--- src/rtl/fuzz_stim_sequencer.sv ---
// Fuzz run controller: resets the DUT, then streams LCG-filled vectors.
// Ports: clk/rst, start/abort/seed/cycles control, vec_* handshake,
// dut_rst_n to the DUT, cyc_count/busy/done status.
module fuzz_stim_sequencer #(
  parameter int IN_W         = 263,
  parameter int RESET_CYCLES = 2
) (
  input  logic            clk,
  input  logic            rst,
  input  logic            start,
  input  logic            abort,
  input  logic [31:0]     seed,
  input  logic [31:0]     cycles,
  output logic            vec_valid,
  input  logic            vec_ready,
  output logic [IN_W-1:0] vec_data,
  output logic            dut_rst_n,
  output logic [31:0]     cyc_count,
  output logic            busy,
  output logic            done
);

  localparam int NWORDS = (IN_W + 31) / 32;
  localparam int LAST_W = IN_W - 32 * (NWORDS - 1);
  localparam int IDX_W  = (NWORDS > 1) ? $clog2(NWORDS) : 1;
  localparam int RC_W   = (RESET_CYCLES > 1) ? $clog2(RESET_CYCLES) : 1;

  localparam logic [31:0] MULT = 32'h41C64E6D;
  localparam logic [31:0] INC  = 32'h3039;

  typedef enum logic [2:0] {
    IDLE,
    RSTDUT,
    FILL,
    PRESENT,
    DONE
  } state_t;

  state_t            state_q, state_d;
  logic [31:0]       lcg_q, lcg_d;
  logic [31:0]       budget_q, budget_d;
  logic [31:0]       cyc_q, cyc_d;
  logic [RC_W-1:0]   rcnt_q, rcnt_d;
  logic [IDX_W-1:0]  idx_q, idx_d;
  logic [IN_W-1:0]   data_q, data_d;
  logic [IN_W-1:0]   wr_data;
  logic [31:0]       lcg_step;

  // Product is truncated to 32 bits: mod 2^32 arithmetic.
  assign lcg_step = lcg_q * MULT + INC;

  // Merge the freshly stepped LCG word into the slot at idx.
  // The top word only has LAST_W bits of storage.
  always_comb begin
    wr_data = data_q;
    for (int k = 0; k < NWORDS - 1; k++) begin
      if (idx_q == IDX_W'(k))
        wr_data[32*k +: 32] = lcg_step;
    end
    if (idx_q == IDX_W'(NWORDS - 1))
      wr_data[IN_W-1 -: LAST_W] = lcg_step[LAST_W-1:0];
  end

  always_comb begin
    state_d  = state_q;
    lcg_d    = lcg_q;
    budget_d = budget_q;
    cyc_d    = cyc_q;
    rcnt_d   = rcnt_q;
    idx_d    = idx_q;
    data_d   = data_q;
    if (abort) begin
      state_d = IDLE;
    end else begin
      unique case (state_q)
        IDLE, DONE: begin
          if (start) begin
            state_d  = RSTDUT;
            lcg_d    = seed;
            budget_d = cycles;
            cyc_d    = '0;
            rcnt_d   = '0;
            idx_d    = '0;
          end
        end
        RSTDUT: begin
          if (rcnt_q == RC_W'(RESET_CYCLES - 1))
            state_d = FILL;
          else
            rcnt_d = rcnt_q + 1'b1;
        end
        FILL: begin
          lcg_d  = lcg_step;
          data_d = wr_data;
          if (idx_q == IDX_W'(NWORDS - 1))
            state_d = PRESENT;
          else
            idx_d = idx_q + 1'b1;
        end
        PRESENT: begin
          if (vec_ready) begin
            cyc_d = cyc_q + 32'd1;
            // Old count decides, so an all-ones budget still ends.
            if (cyc_q == budget_q) begin
              state_d = DONE;
            end else begin
              idx_d   = '0;
              state_d = FILL;
            end
          end
        end
        default: state_d = IDLE;
      endcase
    end
  end

  always_ff @(posedge clk or posedge rst) begin
    if (rst) begin
      state_q  <= IDLE;
      lcg_q    <= '0;
      budget_q <= '0;
      cyc_q    <= '0;
      rcnt_q   <= '0;
      idx_q    <= '0;
      data_q   <= '0;
    end else begin
      state_q  <= state_d;
      lcg_q    <= lcg_d;
      budget_q <= budget_d;
      cyc_q    <= cyc_d;
      rcnt_q   <= rcnt_d;
      idx_q    <= idx_d;
      data_q   <= data_d;
    end
  end

  assign vec_valid = (state_q == PRESENT);
  assign dut_rst_n = (state_q == FILL) || (state_q == PRESENT) ||
                     (state_q == DONE);
  assign busy      = (state_q == RSTDUT) || (state_q == FILL) ||
                     (state_q == PRESENT);
  assign done      = (state_q == DONE);
  assign vec_data  = data_q;
  assign cyc_count = cyc_q;

endmodule

--- config.mk ---
export PLATFORM = sky130hd
export DESIGN_NAME = fuzz_stim_sequencer
export DESIGN_NICKNAME = d
export VERILOG_FILES = /design/src/rtl/fuzz_stim_sequencer.sv
export SDC_FILE = /design/constraint.sdc
export NUM_CORES = 1
export LEC_CHECK = 0
export ABC_AREA = 1
export BUFFER_PORTS_ARGS = -buffer_cell sky130_fd_sc_hd__buf_2
export CORE_AREA = 10 10 223 225
export CTS_BUF_LIST = sky130_fd_sc_hd__clkbuf_4
export CTS_CLUSTER_SIZE = 24
export DETAILED_ROUTE_END_ITERATION = 7
export DIE_AREA = 0 0 233 235
export PLACE_DENSITY = 0.73
export SYNTH_ARGS = -nofsm -noshare
export SYNTH_HDL_FRONTEND = slang
export SYNTH_SLANG_ARGS = --single-unit
--- constraint.sdc ---
create_clock -name clk -period 14 [get_ports clk]
set_input_delay 0.7 -clock clk [delete_from_list [all_inputs] [get_ports clk]]
set_output_delay 0.7 -clock clk [all_outputs]
set_load 0.005 [all_outputs]
==> impl.org <==
** Logic synthesis
- Averaged over all synthesized cells, the footprint is 8.87 µm².
- Summing the sequential cell areas from Yosys gives 37.3% of the chip area.
- Counting flops with a built-in enable in the synthesized netlist gives 0.
- Post-Synthesis Cell Area :: 0.0246 mm²
- The number of different library cells used by synthesis comes to 55.
- Synthesis produced a netlist whose cell count is 2779.
- Async set-or-reset flop fraction in the synthesized netlist :: 100%
- Warnings, synthesis :: 0
- Counting flops and latches in the post-synthesis netlist gives 367.
- For this run, the leading register cell type out of synthesis is sky130_fd_sc_hd__dfrtp_1.
- Net count of the mapped netlist :: 3245

** Critical path
- Worst path required time :: 14.72 ns
- On the worst path, the slowest cell contributes a delay of 1.11 ns.
- Data on the critical path arrives at its endpoint at 8.82 ns.
- R2r endpoint :: lcg_q[16]
- The cell that appears most often on the critical path is sky130_fd_sc_hd__inv_1.
- Largest fanout of any net on the critical path :: 20
- The worst setup path is launched from a flip-flop.
- Together, buffers and inverters on the worst path number 7.
- CP Cell Sequence :: inv_1 -> ha_1 -> inv_1 -> ha_1 -> inv_1 -> fa_1 -> fa_1 -> inv_1 -> ha_1 -> inv_1 -> fa_1 -> inv_1 -> fa_1 -> fa_1 -> ha_1 -> nand2_1 -> inv_1 -> nand3_1 -> nor3_1 -> a21oi_1 -> xor2_1 -> nand2_1 -> o211ai_1 -> o21ai_0
- Max stage delay cell, worst path :: sky130_fd_sc_hd__xor2_1
- The startpoint identified for the worst register-to-register timing path is lcg_q[0].
- Number of cells on the worst reg-to-reg path :: 24
- WS Path Type :: flip-flop to flip-flop
- The worst register-to-register path has a setup slack of 5.90 ns.
- Family with the most delay on the worst path :: adder cells
- STA classifies the critical path endpoint as a flip-flop.

** Cells and area
- Of the cells placed in the final design, the portion with a size suffix greater than 1 is 18.2%.
- The area growth from synthesis to layout is 15.6%.
- In the final design database the tool counted 3670 nets.

** Route
- The detail route stage leaves a number of antenna-violating nets equal to 0.
- After detailed routing, the number of remaining DRC violations is 0.
- Post-Route WL :: 84.2 mm
- For this block, the initial DRC count from the detailed router was 1817.
- Routed wire length per instance :: 21.7 µm
- For this block, the via count after detailed routing is 21500.
- Pre-Repair DR Iteration Count :: 5
- Mean number of vias per cell :: 5.54

** Floorplanning
- The region available for standard cell placement spans 0.0451 mm².
- Boundary pin count :: 368
- Area of the die :: 0.0548 mm²
- Starting utilization of the core area :: 54.7%
- The floorplan step set the die height to 235 µm.
- Row generation in the floorplan step produced 78 rows.
- Measured along the x axis, the die boundary spans 233 µm.

** Placed design
- HPWL Detailed :: 65.4 mm
- Number of buffer cells added on primary ports :: 367
- The congestion estimate from routability-driven global placement came to 0.970.

** Timing
- Final number of setup-violating endpoints :: 0
- Total Negative Setup Slacks :: 0 ns
- The hold violation count in the final report came to 0.
- Highest clock rate :: 0.123 GHz
- The worst path uses 57.9% of the clock period.
- Transition at the pin with the smallest max-transition slack :: 1.40 ns
- Setup repair after global routing left no endpoint under its margin.
- Final Slew Violations :: 0
- For the final database, setup skew stands at 0.0544 ns.
- Rel. slew slack :: 6.02%
- Min cycle time layout :: 8.10 ns

** CTS
- CTS Root Buffer Type :: sky130_fd_sc_hd__clkbuf_4
- Post-cts sizing count :: 0
- Clock sink count :: 367
- At the later pin of the worst-skew pair, clock insertion delay measures 0.88 ns.
- Clock-pin slew on the worst setup and hold paths :: 0.07 ns
- Maximum count of clock buffers along a single path :: 3
- TritonCTS built the clock tree.
- In this run the number of H-tree levels came out at 3.
- Number of CTS-inserted buffers :: 97

** GRT
- Largest net degree at the start of global routing :: 109
- Overall routing resource usage :: 30.6%
- Wire length of the first global-routing pass :: 129 mm
- The number of antenna violations at the first check in global routing is 2.
- GRT overflow :: 0
- Number of global-route vias before repair :: 21900

** Worst hold path
- The worst hold path terminates at budget_q[9].
- Path class of the lowest-slack min-delay path :: primary input to flip-flop
- Counting instances, the worst hold path has a depth of 3.
- Hold Path Origin :: cycles[9]

** Job
- Max-cap violations in this run came to 0.

** Status
- The run finished with clean final reports.
[per-layer routing]
layer,vias up,wire length [µm],GRT usage [%]
li1,9694,-,-
met1,10500,33800,39.3
met2,1064,38800,48.0
met3,183,8120,7.97
met4,0,3450,13.4
met5,-,0,0
[area by class of cell]
cell class / instances / area (µm²)
diodes: 4 / 10.0
inverters: 529 / 2000
clock inverters: 22 / 133
well taps: 600 / 751
flip-flops and latches: 367 / 9180
multi-input cells: 1804 / 13200
repair buffers: 405 / 2180
clock buffers: 140 / 1050
fillers: 3867 / 16600
[worst register-to-register path, cell delays in order (launching register included)]
cell and delay, ns:
sky130_fd_sc_hd__dfrtp_1 1.01, sky130_fd_sc_hd__inv_1 0.15, sky130_fd_sc_hd__ha_1 0.55, sky130_fd_sc_hd__inv_1 0.37
sky130_fd_sc_hd__ha_1 0.22, sky130_fd_sc_hd__inv_1 0.06, sky130_fd_sc_hd__fa_1 0.44, sky130_fd_sc_hd__fa_1 0.53
sky130_fd_sc_hd__inv_1 0.05, sky130_fd_sc_hd__ha_1 0.26, sky130_fd_sc_hd__inv_1 0.05, sky130_fd_sc_hd__fa_1 0.52
sky130_fd_sc_hd__inv_1 0.05, sky130_fd_sc_hd__fa_1 0.49, sky130_fd_sc_hd__fa_1 0.42, sky130_fd_sc_hd__ha_1 0.38
sky130_fd_sc_hd__nand2_1 0.09, sky130_fd_sc_hd__inv_1 0.09, sky130_fd_sc_hd__nand3_1 0.11, sky130_fd_sc_hd__nor3_1 0.27
sky130_fd_sc_hd__a21oi_1 0.15, sky130_fd_sc_hd__xor2_1 1.11, sky130_fd_sc_hd__nand2_1 0.26, sky130_fd_sc_hd__o211ai_1 0.21
sky130_fd_sc_hd__o21ai_0 0.12
[flip-flops by register name, summed over array words and instances, names as in the netlist]
signal     flops
budget_q      32
cyc_count     32
idx_q          4
lcg_q         32
rcnt_q         1
state_q        3
vec_data     263
[metrics by stage]
step           hold WS (ns)  instances  util [%]  cell area (µm²)  setup slack [ns]
2_1_floorplan         0.453       2779         -            24600              3.11
3_3_place_gp          0.460       3681      60.0            27000              5.89
3_5_place_dp          0.464       3681      60.0            27100              5.98
4_1_cts             0.00202       3867      63.2            28500              5.90
5_1_grt              0.0415       3870      63.2            28500              5.60
6_report             0.0587       3871      63.2            28500              5.90
[kinds of logic (layout without fill, tap and decap cells)]
kind of cell,after synthesis,in the layout,synth area share [%]
xor gates and xnor gates,49,49,1.77
other,0,4,0
AOI/OAI and AO/OA,441,441,9.79
adders and majority gates,397,397,25.8
DFF,367,367,37.3
and+or+nand+nor,917,917,16.0
buffers and inverters,608,1096,9.39
[cell usage in the layout, fill, tap and decap left out, types with 27 or more instances in the layout]
| cell | instances |
|---|---|
| sky130_fd_sc_hd__buf_2 | 367 |
| sky130_fd_sc_hd__o21ai_0 | 255 |
| sky130_fd_sc_hd__xnor2_1 | 27 |
| sky130_fd_sc_hd__clkbuf_4 | 140 |
| sky130_fd_sc_hd__nand3_1 | 87 |
| sky130_fd_sc_hd__a31oi_1 | 45 |
| sky130_fd_sc_hd__ha_1 | 212 |
| sky130_fd_sc_hd__inv_1 | 512 |
| sky130_fd_sc_hd__dfrtp_1 | 367 |
| sky130_fd_sc_hd__nor2_1 | 119 |
| sky130_fd_sc_hd__a21oi_1 | 67 |
| sky130_fd_sc_hd__fa_1 | 185 |
| sky130_fd_sc_hd__nand2_1 | 606 |
[worst max path at each step]
stage,slack [ns],end,from,cells after the start
after global routing,5.60,lcg_q[16],lcg_q[0],24
after detailed placement,5.98,lcg_q[16],lcg_q[0],24
after global placement,5.89,lcg_q[15],lcg_q[0],23
final,5.90,lcg_q[16],lcg_q[0],24
after floorplan,3.11,budget_q[0],rst,1
after CTS,5.90,lcg_q[16],lcg_q[0],24
[cell usage after synthesis, types with 16 or more instances]
cell	number	area (µm²)
sky130_fd_sc_hd__buf_2	19	95.1
sky130_fd_sc_hd__xnor2_1	29	254
sky130_fd_sc_hd__clkbuf_1	57	214
sky130_fd_sc_hd__fa_1	185	3700
sky130_fd_sc_hd__nand4_1	22	138
sky130_fd_sc_hd__nand2_1	606	2270
sky130_fd_sc_hd__o211ai_1	16	120
sky130_fd_sc_hd__dfrtp_1	367	9180
sky130_fd_sc_hd__a21oi_1	67	335
sky130_fd_sc_hd__inv_1	513	1930
sky130_fd_sc_hd__a31oi_1	45	282
sky130_fd_sc_hd__xor2_1	19	166
sky130_fd_sc_hd__nor2_1	120	450
sky130_fd_sc_hd__o21ai_0	255	1280
sky130_fd_sc_hd__nand3_1	87	435
sky130_fd_sc_hd__ha_1	212	2650
sky130_fd_sc_hd__nor3_1	22	110
sky130_fd_sc_hd__or2_2	16	100
[timing repair]
action,4_1_cts,5_1_grt
hold buffers,24,0
endpoints found under the hold margin,35,0
setup buffers,0,0
Power is not shown: default switching activity piles up to over one toggle a cycle in this logic, so the estimate is an artifact.
